## config.mk

```make
export PLATFORM = sky130hd
export DESIGN_NAME = elelock_ctrl_flat
export DESIGN_NICKNAME = d
export VERILOG_FILES = /design/src/rtl/elelock_ctrl_if.sv /design/src/rtl/elelock_ctrl.sv /design/src/flat_wrapper.sv
export SDC_FILE = /design/constraint.sdc
export NUM_CORES = 1
export LEC_CHECK = 0
export CORE_MARGIN = 4
export CORE_UTILIZATION = 58
export DETAILED_ROUTE_END_ITERATION = 6
export PLACE_DENSITY = 0.85
export SLEW_MARGIN = 20
export SYNTH_ARGS = -nofsm -noshare
export SYNTH_HDL_FRONTEND = slang
export SYNTH_SLANG_ARGS = --single-unit
```

## constraint.sdc

```tcl
create_clock -name ck -period 3.5 [get_ports ck]
set_input_delay 0.35 -clock ck [delete_from_list [all_inputs] [get_ports ck]]
set_output_delay 0.35 -clock ck [all_outputs]
set_load 0.01 [all_outputs]
```

## src/rtl/elelock_ctrl_if.sv

```systemverilog
// Keypad / key-datapath signal bundle for the electronic-lock sequencing controller.
// master = keypad and datapath side, slave = the controller.
interface elelock_ctrl_if;
    logic [9:0] tenkey;
    logic       close;
    logic       enter;
    logic       match;
    logic       key_shift;
    logic [3:0] key_code;
    logic       key_clear;
    logic       secret_load;
    logic       lock;
    logic       alarm;
    logic [2:0] fail_cnt;
    logic [2:0] digits;

    modport master (
        output tenkey, close, enter, match,
        input  key_shift, key_code, key_clear, secret_load, lock, alarm, fail_cnt, digits
    );

    modport slave (
        input  tenkey, close, enter, match,
        output key_shift, key_code, key_clear, secret_load, lock, alarm, fail_cnt, digits
    );
endinterface

```

## src/rtl/elelock_ctrl.sv

```systemverilog
// Electronic-lock sequencer: tenkey edge detect/encode, digit count, lock FSM,
// failed-attempt counting with timed lockout and alarm.
module elelock_ctrl #(
    parameter int unsigned DIGITS      = 4,
    parameter int unsigned MAX_FAIL    = 3,
    parameter int unsigned LOCKOUT_CYC = 1000
) (
    input  logic          ck,
    input  logic          reset_n,
    elelock_ctrl_if.slave bus
);
    localparam int unsigned TIMER_W = 16;
    localparam int unsigned CNT_W   = 3;

    typedef enum logic [1:0] {
        ST_OPEN    = 2'd0,
        ST_LOCKED  = 2'd1,
        ST_CHECK   = 2'd2,
        ST_LOCKOUT = 2'd3
    } state_t;

    state_t             r_state;
    logic               r_ke1;
    logic               r_ke2;
    logic               r_kv;
    logic [3:0]         r_key_code;
    logic               r_lock;
    logic               r_alarm;
    logic [CNT_W-1:0]   r_fail_cnt;
    logic [CNT_W-1:0]   r_digits;
    logic [TIMER_W-1:0] r_timer;

    logic w_onehot;
    logic w_full;
    logic w_close_act;
    logic w_enter_act;
    logic w_key_shift;
    logic w_key_clear;
    logic w_secret_load;
    logic w_fail_limit;

    function automatic logic is_onehot(input logic [9:0] v);
        return (v != 10'd0) && ((v & (v - 10'd1)) == 10'd0);
    endfunction

    function automatic logic [3:0] enc(input logic [9:0] v);
        logic [3:0] code;
        code = 4'd0;
        for (int i = 0; i < 10; i++) begin
            if (v[i]) code = 4'(i);
        end
        return code;
    endfunction

    assign w_onehot     = is_onehot(bus.tenkey);
    assign w_full       = (r_digits == CNT_W'(DIGITS));
    assign w_close_act  = (r_state == ST_OPEN) && bus.close && w_full;
    assign w_enter_act  = (r_state == ST_LOCKED) && bus.enter;
    assign w_fail_limit = ((4'(r_fail_cnt) + 4'd1) >= 4'(MAX_FAIL));

    // A fresh valid press shifts only when no close/enter decision consumes the cycle.
    assign w_key_shift   = r_ke1 && !r_ke2 && r_kv
                         && ((r_state == ST_OPEN) || (r_state == ST_LOCKED))
                         && !w_close_act && !w_enter_act;
    assign w_secret_load = w_close_act;
    assign w_key_clear   = w_close_act || (w_enter_act && !w_full) || (r_state == ST_CHECK);

    assign bus.key_shift   = w_key_shift;
    assign bus.key_code    = r_key_code;
    assign bus.key_clear   = w_key_clear;
    assign bus.secret_load = w_secret_load;
    assign bus.lock        = r_lock;
    assign bus.alarm       = r_alarm;
    assign bus.fail_cnt    = r_fail_cnt;
    assign bus.digits      = r_digits;

    always_ff @(posedge ck or negedge reset_n) begin
        if (!reset_n) begin
            r_state    <= ST_OPEN;
            r_ke1      <= 1'b0;
            r_ke2      <= 1'b0;
            r_kv       <= 1'b0;
            r_key_code <= 4'h0;
            r_lock     <= 1'b0;
            r_alarm    <= 1'b0;
            r_fail_cnt <= '0;
            r_digits   <= '0;
            r_timer    <= '0;
        end else begin
            r_ke1 <= |bus.tenkey;
            r_ke2 <= r_ke1;
            r_kv  <= w_onehot;
            if (w_onehot) r_key_code <= enc(bus.tenkey);

            if (w_key_clear) begin
                r_digits <= '0;
            end else if (w_key_shift && !w_full) begin
                r_digits <= r_digits + CNT_W'(1);
            end

            case (r_state)
                ST_OPEN: begin
                    if (w_close_act) begin
                        r_lock  <= 1'b1;
                        r_state <= ST_LOCKED;
                    end
                end
                ST_LOCKED: begin
                    if (w_enter_act && w_full) r_state <= ST_CHECK;
                end
                ST_CHECK: begin
                    if (bus.match) begin
                        r_lock     <= 1'b0;
                        r_fail_cnt <= '0;
                        r_state    <= ST_OPEN;
                    end else if (w_fail_limit) begin
                        r_fail_cnt <= CNT_W'(MAX_FAIL);
                        r_alarm    <= 1'b1;
                        r_timer    <= TIMER_W'(LOCKOUT_CYC - 1);
                        r_state    <= ST_LOCKOUT;
                    end else begin
                        r_fail_cnt <= r_fail_cnt + CNT_W'(1);
                        r_state    <= ST_LOCKED;
                    end
                end
                ST_LOCKOUT: begin
                    // Alarm spans timer values LOCKOUT_CYC-1 down to 0 inclusive.
                    if (r_timer == '0) begin
                        r_alarm    <= 1'b0;
                        r_fail_cnt <= '0;
                        r_state    <= ST_LOCKED;
                    end else begin
                        r_timer <= r_timer - TIMER_W'(1);
                    end
                end
                default: r_state <= ST_OPEN;
            endcase
        end
    end
endmodule
```

## src/flat_wrapper.sv

```systemverilog
// flat-port wrapper written by rule: the top's interface ports become plain ports
module elelock_ctrl_flat 
#(
    parameter int unsigned DIGITS      = 4,
    parameter int unsigned MAX_FAIL    = 3,
    parameter int unsigned LOCKOUT_CYC = 1000
)
  (ck, reset_n, bus_tenkey, bus_close, bus_enter, bus_match, bus_key_shift, bus_key_code, bus_key_clear, bus_secret_load, bus_lock, bus_alarm, bus_fail_cnt, bus_digits);
  elelock_ctrl_if bus_i ();
  input  logic ck;
  input  logic reset_n;
  input wire logic [$bits(bus_i.tenkey)-1:0] bus_tenkey;
  input wire logic [$bits(bus_i.close)-1:0] bus_close;
  input wire logic [$bits(bus_i.enter)-1:0] bus_enter;
  input wire logic [$bits(bus_i.match)-1:0] bus_match;
  output wire logic [$bits(bus_i.key_shift)-1:0] bus_key_shift;
  output wire logic [$bits(bus_i.key_code)-1:0] bus_key_code;
  output wire logic [$bits(bus_i.key_clear)-1:0] bus_key_clear;
  output wire logic [$bits(bus_i.secret_load)-1:0] bus_secret_load;
  output wire logic [$bits(bus_i.lock)-1:0] bus_lock;
  output wire logic [$bits(bus_i.alarm)-1:0] bus_alarm;
  output wire logic [$bits(bus_i.fail_cnt)-1:0] bus_fail_cnt;
  output wire logic [$bits(bus_i.digits)-1:0] bus_digits;
  assign bus_i.tenkey = bus_tenkey;
  assign bus_i.close = bus_close;
  assign bus_i.enter = bus_enter;
  assign bus_i.match = bus_match;
  assign bus_key_shift = bus_i.key_shift;
  assign bus_key_code = bus_i.key_code;
  assign bus_key_clear = bus_i.key_clear;
  assign bus_secret_load = bus_i.secret_load;
  assign bus_lock = bus_i.lock;
  assign bus_alarm = bus_i.alarm;
  assign bus_fail_cnt = bus_i.fail_cnt;
  assign bus_digits = bus_i.digits;
  elelock_ctrl #(.DIGITS(DIGITS), .MAX_FAIL(MAX_FAIL), .LOCKOUT_CYC(LOCKOUT_CYC)) u_core (.ck(ck), .reset_n(reset_n), .bus(bus_i));
endmodule
```

* Yosys cells after proc, flatten, opt, wreduce, memory -nomap -nowiden
Cells that the tools add are included.
Cells by class: mux-type cells 32, $lt $le $gt $ge 1, $add $sub $neg 5, shifts and indexed selects 0, $mul 0, reduce and logical (&&, ||, !) cells 32, equality and inequality tests 11, div/mod/pow operators 0, bitwise operators 1
Operator list (count):
- 16-bit two-way mux | 3
- 16-bit case mux with 2 select lines | 1
- 3-bit two-way mux | 9
- 16-bit zero test | 1
- 16-bit by 1-bit subtractor with 16-bit output, second input constant | 1
- 2-bit two-way mux | 7
- 1-bit logical AND | 12
- 10-bit AND | 1
- 10-bit zero test | 1
- 10-bit nonzero test | 1
- 10-bit OR reduction | 1
- 10-bit by 1-bit subtractor with 10-bit output, second input constant | 1
- 4-bit two-way mux | 2
- 2-bit != test, second input constant | 4
- 2-bit case mux with 4 select lines | 1
- 4-bit AND reduction | 2
- 3-bit by 1-bit adder with 3-bit output, second input constant | 2
- 1-bit two-way mux | 6
- 2-bit by 1-bit != test with 1-bit output, second input constant | 3
- 3-bit case mux with 2 select lines | 1
- 3-bit AND reduction | 2
- 2-bit nonzero test | 3
- 3-bit by 1-bit adder with 4-bit output, second input constant | 1
- 2-bit == test, second input constant | 2
- 8 further kinds | 14
Storage, ports and cells: RAM bits 0, bits in latches 0, memories kept 0, logic and storage cells 92, output and inout bits 15, bits in registers 33, ROM bits 0, input port bits 15

* Depth between registers and ports, before layout
Gate-level depths: netlist (run 1).
depth in word-level cells 9, depth in mapped cells 8, mapped depth without buffers 7

* Worst setup path after synthesis (run 1)
Ideal clock, no wire load.
path kind reg2reg, start point register u_core.r_timer[8], end point register u_core.r_state[0], path slack 1.431 ns, period minus slack after synthesis 2.069 ns, path buffers 0, required time 3.375 ns, arrival time 1.944 ns, setup time 0.125 ns, cell stages (with the launch flop) 6, path through dfrtp_1 -> or4_4 -> nor3_2 -> nand3_2 -> a221o_1 -> mux2_4
Between the ends: longest elaborated chain between the ends 3
RTL lines:
- from (decl) | line elelock_ctrl.sv:31 | logic [TIMER_W-1:0] r_timer;
- from (signal assigned) | line elelock_ctrl.sv:119 | r_timer <= TIMER_W'(LOCKOUT_CYC - 1);
- from (signal assigned) | line elelock_ctrl.sv:133 | r_timer <= r_timer - TIMER_W'(1);
- 16-bit zero test | line elelock_ctrl.sv:128 | if (r_timer == '0) begin
- 2-bit by 1-bit != test with 1-bit output (no source line)
- 3-bit AND reduction (no source line)
- to (signal assigned) | line elelock_ctrl.sv:123 | r_state <= ST_LOCKED;
- to (signal assigned) | line elelock_ctrl.sv:131 | r_state <= ST_LOCKED;
- to (signal assigned) | line elelock_ctrl.sv:136 | default: r_state <= ST_OPEN;
- to (decl) | line elelock_ctrl.sv:22 | state_t r_state;
Every way passes these cells. A chain may end at the register's enable or synchronous reset.

* Final worst setup path (run 1)
start point register u_core.r_state[1], end point output port bus_key_shift
Between the ends: longest elaborated chain between the ends 6, elaborated cells on any way between the ends 11, those cells by class eq/ne: 1; reduce/logical: 10
RTL lines:
- from (signal assigned) | line elelock_ctrl.sv:79 | r_state <= ST_OPEN;
- from (signal assigned) | line elelock_ctrl.sv:105 | r_state <= ST_LOCKED;
- from (signal assigned) | line elelock_ctrl.sv:109 | if (w_enter_act && w_full) r_state <= ST_CHECK;
- 2-bit zero test | line elelock_ctrl.sv:57, elelock_ctrl.sv:63
- 1-bit logical AND (2 in a row) | line elelock_ctrl.sv:57 | assign w_close_act = (r_state == ST_OPEN) && bus.close && w_full;
- 1-bit zero test | line elelock_ctrl.sv:64 | && !w_close_act && !w_enter_act;
- 1-bit logical AND | line elelock_ctrl.sv:64
- 1-bit logical AND (*) | line elelock_ctrl.sv:64
- to (decl) | line flat_wrapper.sv:16 | output wire logic [$bits(bus_i.key_shift)-1:0] bus_key_shift;
Mark *: on every way between the ends. The rest lies on a longest branch, timed or not.

==> key figures, run 1 <==
Logic synthesis
  • Yosys Warn Count: 0
  • EDFF count, synth: 0
  • Async set-reset flop share out of synthesis: between 90% and 100%
  • Main synth FF type: dfrtp_1
  • Post-synthesis sequential area ratio: between 40 and 50%
  • Syn_nets: 247
  • Mean Syn Cell Area: 9.07 um2
  • Area of the mapped netlist: 0.00202 mm2
  • Cells after Synth: 223
  • Library cells used by synthesis: 50
  • #FFs+latches synth: 33

Die
  • Die area: roughly 0.0045 mm2
  • Chip width: 67.1 um
  • Core Region: 0.00336 mm2
  • Ports: 30
  • Die Ht: between 60 and 70 um
  • Standard-cell rows: 21
  • Initial Utilization: 60.2%

Routing
  • DRC: 0
  • Per-cell routed wire length: 14.8 um
  • Length of the first detailed-routing pass in iterations: 5
  • DRT Wirelength: 4540 um
  • DR iter-0 viols: ~130
  • ANT nets after route: 0
  • Via density: 5.98
  • Via count: 1830

Clock tree
  • CTS Root Cell: clkbuf_4
  • Post-CTS setup buffers: 0
  • Clock Pin Slew Worst Setup and Hold Paths: 0.10 ns
  • H-tree depth: 2
  • CTS Buf Count: 5
  • Resize count post-CTS: 0
  • Clock Latency Late Sink: 0.33 ns
  • CTS Hold Buffers Added: 0
  • CTS tree: yes
  • CTS sink count: 33
  • Clk buf depth: 2

STA
  • RSZ-0062 raised after global routing: false
  • Setup Skew: 0.00767 ns
  • Final period util: 76.4%
  • Tmin final: 2.67 ns
  • WHS: 0.402 ns
  • Slew Viols, Final: 0
  • Maximum clock rate: 0.374 GHz
  • Setup TNS: 0 ns
  • Fin. Hold Viols: 0
  • Final setup viols: 0
  • Worst Tran Pin Value: 0.679 ns
  • Slew headroom: 54.3%

Placed design
  • Port Buffers: 29
  • Detail Placement HPWL: 3460 um
  • Gpl congestion: 0.860

Power
  • Pwr Density: 281 mW/mm2
  • Total power: just under 700 uW
  • Psw: 170 uW
  • Clk pwr share: just under 30%
  • Sequential share of power: 58.2%
  • Peak VDD IR: approximately 0.21 mV
  • Internal power: 513 uW
  • Combinational share of power: 12.2%
  • LEAKAGE: 1.04 nW
  • Sw Share: 24.9%

Setup path
  • Delay of the slowest cell on the worst path: 0.64 ns
  • Setup crit start kind: register
  • Setup CP Type: register to output port
  • CP Data Arrival Time: 2.32 ns
  • CP max stage cell: clkdlybuf4s50_1
  • Crit Path Max Fanout: 7
  • Worst EP required: 3.15 ns
  • Crit end category: output port
  • Cell Chain, Critical Path: inv_1, ha_1, nor2_1, a2111oi_0, clkdlybuf4s50_1

Outcome
  • Status: finished clean

GRT
  • GRT Max-Usage Layer: met2
  • Met2 Use GR: 39.5%
  • Met3 Resource Use GR: 5.56%
  • Met1 global-route usage: 26.5%
  • All-layer global routing usage: 22.7%
  • Vias in the first global route: 1727
  • Initial antenna violation count: 0
  • Largest net degree at the start of global routing: 34
  • Global-route wire length before repair: 7670 um
  • GRT overflow: 0

Cells and area
  • Fraction of layout cells with a size suffix above 1: 6.54%
  • Final nets: 283
  • Antenna cell count: 0
  • P&R area growth vs syn: 20.1%

Job
  • Maximum Capacitance Violations: 0

Hold path
  • Min-Delay Path Class: register to register
cells in the mapped netlist, types with 3 or more instances:
library cell   n  area, um2
a32o_1         4       40.0
inv_1         12       45.0
nor2b_1        4       25.0
nand3_1        7       35.0
dfrtp_1       33        826
ha_1           9        113
xnor2_1        6       52.6
nand2_1       22       82.6
nor3b_1        3       22.5
and2_1         4       25.0
o21ai_0       11       55.1
o21ai_1        4       20.0
a2111oi_0      3       26.3
nor3_1        12       60.1
nor4_1         7       43.8
a21oi_1        7       35.0
a31oi_1        3       18.8
nand2b_1       5       31.3
mux2i_1        6       60.1
nor2_1        24       90.1
state kept, by name, indices dropped and copies added (netlist names):
signal               flops
u_core.bus.alarm         1
u_core.bus.digits        3
u_core.bus.fail_cnt      3
u_core.bus.key_code      4
u_core.bus.lock          1
u_core.r_ke1             1
u_core.r_ke2             1
u_core.r_kv              1
u_core.r_state           2
u_core.r_timer          16
worst max-delay path: cells and delay by family, from the launching register on:
family | cells | cell delay, ns
AOI/OAI and AO/OA | 1 | 0.44
adders and majority gates | 1 | 0.29
buffers and inverters | 2 | 0.77
DFF | 1 | 0.42
and+or+nand+nor | 1 | 0.08
power by group through the flow:
stage	Clock (mW)	Sequential (mW)	Combinational [mW]
after floorplan	0	0.408	0.0234
after global placement	0	0.405	0.0833
after detailed placement	0	0.404	0.0843
after CTS	0.210	0.397	0.0842
after global routing	0.227	0.399	0.0919
final	0.202	0.397	0.0831
worst paths after layout:
path | start | end | slack [ns] | cells after the start
min | u_core.r_ke1 | u_core.r_ke2 | 0.40 | 0
min in group asynchronous | reset_n | u_core.r_timer[9] | 0.42 | 2
min reg2reg | u_core.r_ke1 | u_core.r_ke2 | 0.40 | 0
max reg2reg | u_core.r_state[0] | u_core.r_timer[7] | 1.19 | 6
max | u_core.r_state[1] | bus_key_shift | 0.83 | 5
max in group asynchronous | reset_n | u_core.r_timer[1] | 2.77 | 2
layout by cell type (no fill, tap or decap), types with 2 or more instances in the layout:
cell type        instances
clkinv_2                 2
dfrtp_1                 33
nand2b_1                 5
maj3_1                   2
and2_1                   4
o21ai_1                  4
a22o_1                   2
nor4_1                   7
a31oi_1                  3
ha_1                     9
nor2b_1                  4
a22oi_1                  2
nor2_1                  24
xnor2_1                  6
a21oi_1                  7
a2111oi_0                3
nand3_1                  7
nand2_1                 22
nor3_1                  12
inv_1                   12
mux2i_1                  6
nor3b_1                  3
or3_1                    2
a32o_1                   4
o21ai_0                 11
nor4b_1                  2
clkbuf_4                 5
buf_4                    2
or4_1                    2
clkdlybuf4s50_1         29
cell type report:
| type | instances | area, um2 |
|---|---|---|
| clock buffers | 6 | 41.3 |
| repair buffers | 31 | 305 |
| well taps | 46 | 57.6 |
| multi-input cells | 176 | 1140 |
| inverters | 12 | 45.0 |
| flip-flops and latches | 33 | 826 |
| fillers | 280 | 933 |
| clock inverters | 2 | 10.0 |
kinds of logic after synthesis:
logic type                 count (synthesis)  synth area share (%)
and+or+nand+nor                          105                  27.8
AOI/OAI and AO/OA                         46                  15.5
DFF                                       33                  40.8
buffers and inverters                     14                  2.60
adders and majority gates                 11                  6.56
xor gates and xnor gates                   7                  3.03
muxes                                      7                  3.71
through the flow:
stage                     utilization [%]  area, um2  std cells  setup slack, ns
after floorplan                         -       2020        223             1.43
after global placement               70.7       2380        298             1.14
after detailed placement             70.7       2380        298             1.05
after CTS                            72.2       2430        306            0.841
after global routing                 72.2       2430        306            0.571
final                                72.2       2430        306            0.827
per-layer routing:
| metal | up-vias | share of wire (%) |
|---|---|---|
| met4 | 0 | 2.3 |
| li1 | 897 | - |
| met1 | 862 | 42 |
| met2 | 59 | 51 |
| met5 | - | 0 |
| met3 | 12 | 4.7 |
(Power assumes the default switching activity.)
==> inputs of run 2 (changes only) <==
--- a/config.mk
+++ b/config.mk
@@ -6,9 +6,9 @@
 export NUM_CORES = 1
 export LEC_CHECK = 0
 export CORE_MARGIN = 4
-export CORE_UTILIZATION = 58
+export CORE_UTILIZATION = 54
 export DETAILED_ROUTE_END_ITERATION = 6
-export PLACE_DENSITY = 0.85
+export PLACE_DENSITY = 0.8
 export SLEW_MARGIN = 20
 export SYNTH_ARGS = -nofsm -noshare
 export SYNTH_HDL_FRONTEND = slang
==> constraint.sdc (replaced) <==
create_clock -name ck -period 2.7 [get_ports ck]
set_input_delay 0.27 -clock ck [delete_from_list [all_inputs] [get_ports ck]]
set_output_delay 0.27 -clock ck [all_outputs]
set_load 0.01 [all_outputs]
==> run 2 against run 1 <==
Routed wire length fell by 0.95%. Register-to-register slack got worse by 0.74 ns. Core utilization down 0.64 points. Final cell count grew 0.98%. Total power up 43%. Highest routed layer unchanged.
==> key figures, run 2 (synthesis results as in run 1) <==
STA
  • Setup Skew: 0.00491 ns
  • RSZ-0062 raised after global routing: false
  • Slew Viols, Final: 0
  • Worst Tran Pin Value: 0.654 ns
  • Tmin final: approximately 2.4 ns
  • Fin. Hold Viols: 0
  • Slew headroom: 55.8%
  • Maximum clock rate: 0.415 GHz
  • Final setup viols: 0
  • Final period util: 89.2%
  • WHS: 0.378 ns
  • Setup TNS: 0 ns

Routing
  • Length of the first detailed-routing pass in iterations: 4
  • Via count: 1809
  • Per-cell routed wire length: 14.5 um
  • ANT nets after route: 0
  • DR iter-0 viols: 103
  • Via density: 5.85
  • DRT Wirelength: 4490 um
  • DRC: 0

Die
  • Core Region: about 0.0035 mm2
  • Ports: 30
  • Die Ht: about 69 um
  • Standard-cell rows: 21
  • Die area: 0.00479 mm2
  • Chip width: 69.2 um
  • Initial Utilization: 58.3%

Placed design
  • Detail Placement HPWL: roughly 3400 um
  • Gpl congestion: roughly 0.85
  • Port Buffers: 29

Cells and area
  • P&R area growth vs syn: 22.8%
  • Area of the multi-input gates: 0.00114 mm2
  • Filler cells: 286
  • Max reg flops: 16
  • Fraction of layout cells with a size suffix above 1: 7.60%
  • Top reg by flops: u_core.r_timer
  • Antenna cell count: 0
  • Final nets: 286
  • Commonest non-fill, non-tap cell in the layout: dfrtp_1
  • Sequential standard cell area: around 830 um2
  • Most frequent cells in the layout: 33 x dfrtp_1, 29 x clkdlybuf4s50_1, 24 x nor2_1

Clock tree
  • CTS tree: yes
  • CTS Root Cell: clkbuf_8
  • H-tree depth: 2
  • Post-CTS setup buffers: 0
  • Clock Latency Late Sink: between 0.2 and 0.3 ns
  • Resize count post-CTS: 0
  • Clk buf depth: 2
  • Clock Pin Slew Worst Setup and Hold Paths: 0.07 ns
  • CTS Hold Buffers Added: 0
  • CTS Buf Count: 5
  • CTS sink count: 33

GRT
  • GRT overflow: 0
  • Initial antenna violation count: 0
  • All-layer global routing usage: roughly a fifth
  • Vias in the first global route: between 1500 and 2000
  • Global-route wire length before repair: about 7600 um
  • Largest net degree at the start of global routing: 34

Setup path
  • Setup crit start kind: register
  • Cell Chain, Critical Path: inv_1, ha_1, nor2_1, a2111oi_0, clkdlybuf4s50_1
  • Delay of the slowest cell on the worst path: ~0.61 ns
  • CP Data Arrival Time: 2.14 ns
  • Beginning of the worst register-to-register path: u_core.r_state[0]
  • R2r worst-path depth: 6
  • Worst Path Buf+Inv: 2
  • R2r setup slk: around 0.45 ns
  • Setup CP Type: register to output port
  • Top delay family on crit path: buffers and inverters
  • Crit end category: output port
  • Crit Reg-Reg Endpoint: u_core.r_timer[7]
  • Crit Path Max Fanout: 7
  • Worst EP required: 2.43 ns
  • CP max stage cell: clkdlybuf4s50_1

Outcome
  • Status: finished clean

Power
  • LEAKAGE: ~1.1 nW
  • Pwr Density: 393 mW/mm2
  • Peak VDD IR: 0.278 mV

Hold path
  • Hold Path Sink: u_core.r_ke2
  • Min-Delay Path Class: register to register
  • Hold Crit Start: u_core.r_ke1
  • Cell count of the worst hold path: 0

Job
  • Maximum Capacitance Violations: 0
## run 2: changes by cell type in the layout (fill, tap and decap cells not counted)
cell	change
buf_4	+3
clkbuf_8	+5
clkbuf_4	-5
## run 2: through the flow
stage / instances / setup slack [ns] / power, mW / instance area (um2) / utilization (%)
after detailed placement: 301 / 0.386 / 0.633 / 2400 / 69.2
after global placement: 301 / 0.463 / 0.633 / 2400 / 69.2
after CTS: 309 / 0.282 / 0.987 / 2480 / 71.6
after floorplan: 223 / 0.631 / 0.559 / 2020 / -
final: 309 / 0.290 / 0.976 / 2480 / 71.6
after global routing: 309 / 0.164 / 1.03 / 2480 / 71.6
## run 2: how the worst max path moves through the flow
stage                                 start                     end  cells after the start
final                     u_core.r_state[1]           bus_key_shift                      5
after global routing      u_core.r_state[1]           bus_key_clear                      6
after CTS                 u_core.r_state[1]           bus_key_shift                      5
after detailed placement      bus_tenkey[3]  u_core.bus.key_code[2]                      6
after global placement        bus_tenkey[3]  u_core.bus.key_code[2]                      6
after floorplan           u_core.r_timer[8]       u_core.r_state[0]                      5
## run 2: power breakdown
group          internal, mW  leakage (nW)  switching (mW)
combinational        0.0601         0.595          0.0478
sequential            0.507         0.431         0.00851
clock                 0.178        0.0450           0.174
## run 2: cell type report
cell class              count  share of cell area (%)
clock buffers               6                    2.92
repair buffers             34                    13.2
flip-flops and latches     33                    33.2
multi-input cells         176                    46.1
clock inverters             2                   0.403
inverters                  12                    1.81
well taps                  46                    2.32
## run 2: worst register-to-register path, delay by kind of cell (launching register included)
kind | cells | cell delay [ns]
buf+inv | 1 | 0.26
simple gates | 2 | 0.49
fa+ha+maj | 1 | 0.24
flops | 1 | 0.42
compound gates | 2 | 0.73
## run 2: routing by layer
layer / up-vias / track usage (%) / routed length (um)
li1: 906 / - / -
met1: 861 / 24.7 / 2090
met2: 40 / 31.9 / 2180
met3: 2 / 5.22 / 192
met4: 0 / 5.21 / 30
met5: - / 0 / 0
==> inputs of run 3 (changes only) <==
--- a/config.mk
+++ b/config.mk
@@ -8,7 +8,7 @@
 export CORE_MARGIN = 4
 export CORE_UTILIZATION = 54
 export DETAILED_ROUTE_END_ITERATION = 6
-export PLACE_DENSITY = 0.8
+export PLACE_DENSITY = 0.87
 export SLEW_MARGIN = 20
 export SYNTH_ARGS = -nofsm -noshare
 export SYNTH_HDL_FRONTEND = slang
==> run 3 against run 2 <==
Die area unchanged. Register-to-register slack got worse by 0.02 ns. Flip-flop and latch count unchanged. Sequential share of layout area about the same. Core utilization decreased by 0.072 points. Fmax decreased by 2.2%. First-iteration DRC count increased by 19%. Routed wire length decreased by 0.91%. Sequential power about the same. Hold slack improved by 0.0041 ns. Worst setup slack got worse by 0.055 ns.
==> key figures, run 3 (synthesis results as in run 1) <==
Clock tree
  • CTS Buf Count: 5
  • Post-CTS setup buffers: 0
  • CTS sink count: 33
  • CTS Root Cell: clkbuf_8
  • CTS tree: yes
  • Resize count post-CTS: 0
  • H-tree depth: 2
  • Clk buf depth: 2
  • Clock Latency Late Sink: 0.29 ns
  • CTS Hold Buffers Added: 0
  • Clock Pin Slew Worst Setup and Hold Paths: about 0.070 ns

Setup path
  • Worst path depth: 6
  • Crit Path Max Fanout: 5
  • Top delay family on crit path: buffers and inverters
  • Worst EP required: 2.43 ns
  • Crit Reg-Reg Endpoint: u_core.r_timer[4]
  • Cell Chain, Critical Path: inv_1, ha_1, nand2_1, nor2_1, a311o_1, clkdlybuf4s50_1
  • Setup CP Type: register to output port
  • R2r worst-path depth: 7
  • CP max stage cell: clkdlybuf4s50_1
  • CP Data Arrival Time: 2.19 ns
  • Setup crit start kind: register
  • Worst Path Buf+Inv: 2
  • Beginning of the worst register-to-register path: u_core.r_timer[0]
  • CP endpoint: bus_key_clear
  • Crit end category: output port
  • Delay of the slowest cell on the worst path: 0.57 ns
  • R2r setup slk: 0.43 ns
  • Crit path launch: u_core.r_state[0]

Cells and area
  • Final nets: around 290
  • Top reg by flops: u_core.r_timer
  • P&R area growth vs syn: 22.6%
  • Max reg flops: 16
  • Fraction of layout cells with a size suffix above 1: 6.84%
  • Commonest non-fill, non-tap cell in the layout: dfrtp_1
  • Most frequent cells in the layout: 33 x dfrtp_1, 29 x clkdlybuf4s50_1, 24 x nor2_1
  • Antenna cell count: 0

STA
  • Setup TNS: 0 ns
  • Fin. Hold Viols: 0
  • Maximum clock rate: 0.406 GHz
  • Setup ws final: ~0.24 ns
  • Slew headroom: 57.3%
  • Worst Tran Pin Value: 0.631 ns
  • Tmin final: 2.46 ns
  • RSZ-0062 raised after global routing: false
  • Final setup viols: 0
  • Setup Skew: 0.00914 ns
  • Final period util: 91.3%
  • Slew Viols, Final: 0

Power
  • Internal power: about 750 uW
  • Sw Share: around a quarter
  • Psw: 238 uW
  • LEAKAGE: roughly 1.1 nW
  • Clk pwr share: 36.9%
  • Peak VDD IR: 0.215 mV
  • Combinational share of power: 10.9%
  • Pwr Density: 398 mW/mm2
  • Sequential share of power: 52.2%

GRT
  • Vias in the first global route: 1758
  • GRT overflow: 0
  • Initial antenna violation count: 0
  • Largest net degree at the start of global routing: 34
  • All-layer global routing usage: 19.4%
  • Global-route wire length before repair: 7710 um

Die
  • Core Region: 0.00347 mm2
  • Die Ht: 69.2 um
  • Die area: approximately 0.0048 mm2
  • Standard-cell rows: 21
  • Initial Utilization: around 60%
  • Ports: 30
  • Chip width: 69.2 um

Placed design
  • Detail Placement HPWL: 3310 um
  • Place WS: 0.332 ns
  • Port Buffers: 29
  • Gpl congestion: 0.846

Routing
  • Length of the first detailed-routing pass in iterations: 4
  • DR iter-0 viols: between 100 and 150
  • Via count: 1822
  • ANT nets after route: 0
  • Per-cell routed wire length: 14.4 um
  • Via density: ~5.9
  • DRT Wirelength: 4450 um
  • DRC: 0

Hold path
  • Min-Delay Path Class: primary input to asynchronous set/reset pin

Outcome
  • Status: finished clean

Job
  • Maximum Capacitance Violations: 0
==> run 3: cell types whose count changed in the layout (fill, tap and decap cells not counted), sizes merged <==
cell	change
clkinv	-2
clkbuf	+2
==> run 3: layout make-up <==
class | count | area, um2
tap | 46 | 57.6
clock buffer | 8 | 80.1
inverter | 12 | 45.0
multi-input combinational | 176 | 1140
fill | 271 | 987
sequential | 33 | 826
timing repair buffer | 34 | 328
==> run 3: how the worst min path moves through the flow <==
stage	slack, ns	depth (start not counted)	start	to
after floorplan	-0.03	0	reset_n	u_core.bus.alarm
after global placement	0.36	0	u_core.r_ke1	u_core.r_ke2
after detailed placement	0.37	0	u_core.r_ke1	u_core.r_ke2
after CTS	0.38	0	u_core.r_ke1	u_core.r_ke2
after global routing	0.40	0	u_core.r_ke1	u_core.r_ke2
final	0.38	2	reset_n	u_core.bus.digits[1]
==> run 3: metrics by stage <==
stage	area [um2]	instances	util, %	hold WS [ns]	power (mW)
after floorplan	2020	223	-	-0.0256	0.559
after global placement	2400	301	69.2	0.362	0.632
after detailed placement	2400	301	69.2	0.370	0.634
after CTS	2480	309	71.5	0.384	0.990
after global routing	2480	309	71.5	0.399	1.02
final	2480	309	71.5	0.382	0.988
==> run 3: power by group through the flow <==
stage	clock [mW]	combinational (mW)	sequential [mW]
4_1_cts	0.365	0.109	0.516
6_report	0.364	0.108	0.516
3_5_place_dp	0	0.109	0.525
5_1_grt	0.388	0.118	0.517
2_1_floorplan	0	0.0303	0.529
3_3_place_gp	0	0.107	0.525
==> run 3: worst register-to-register path: stages (launching register included) <==
cell,delay (ns)
dfrtp_1,0.42
inv_1,0.13
ha_1,0.19
nor3b_1,0.39
and4bb_2,0.41
a21oi_2,0.14
and2_1,0.22
a32o_1,0.26
==> run 3: metal layers <==
layer  GRT usage [%]  vias to the layer above  wire [um]
li1                -                      897          -
met1            25.7                      877       2120
met2            30.9                       44       2080
met3            4.64                        4        207
met4            6.51                        0         43
met5               0                        -          0
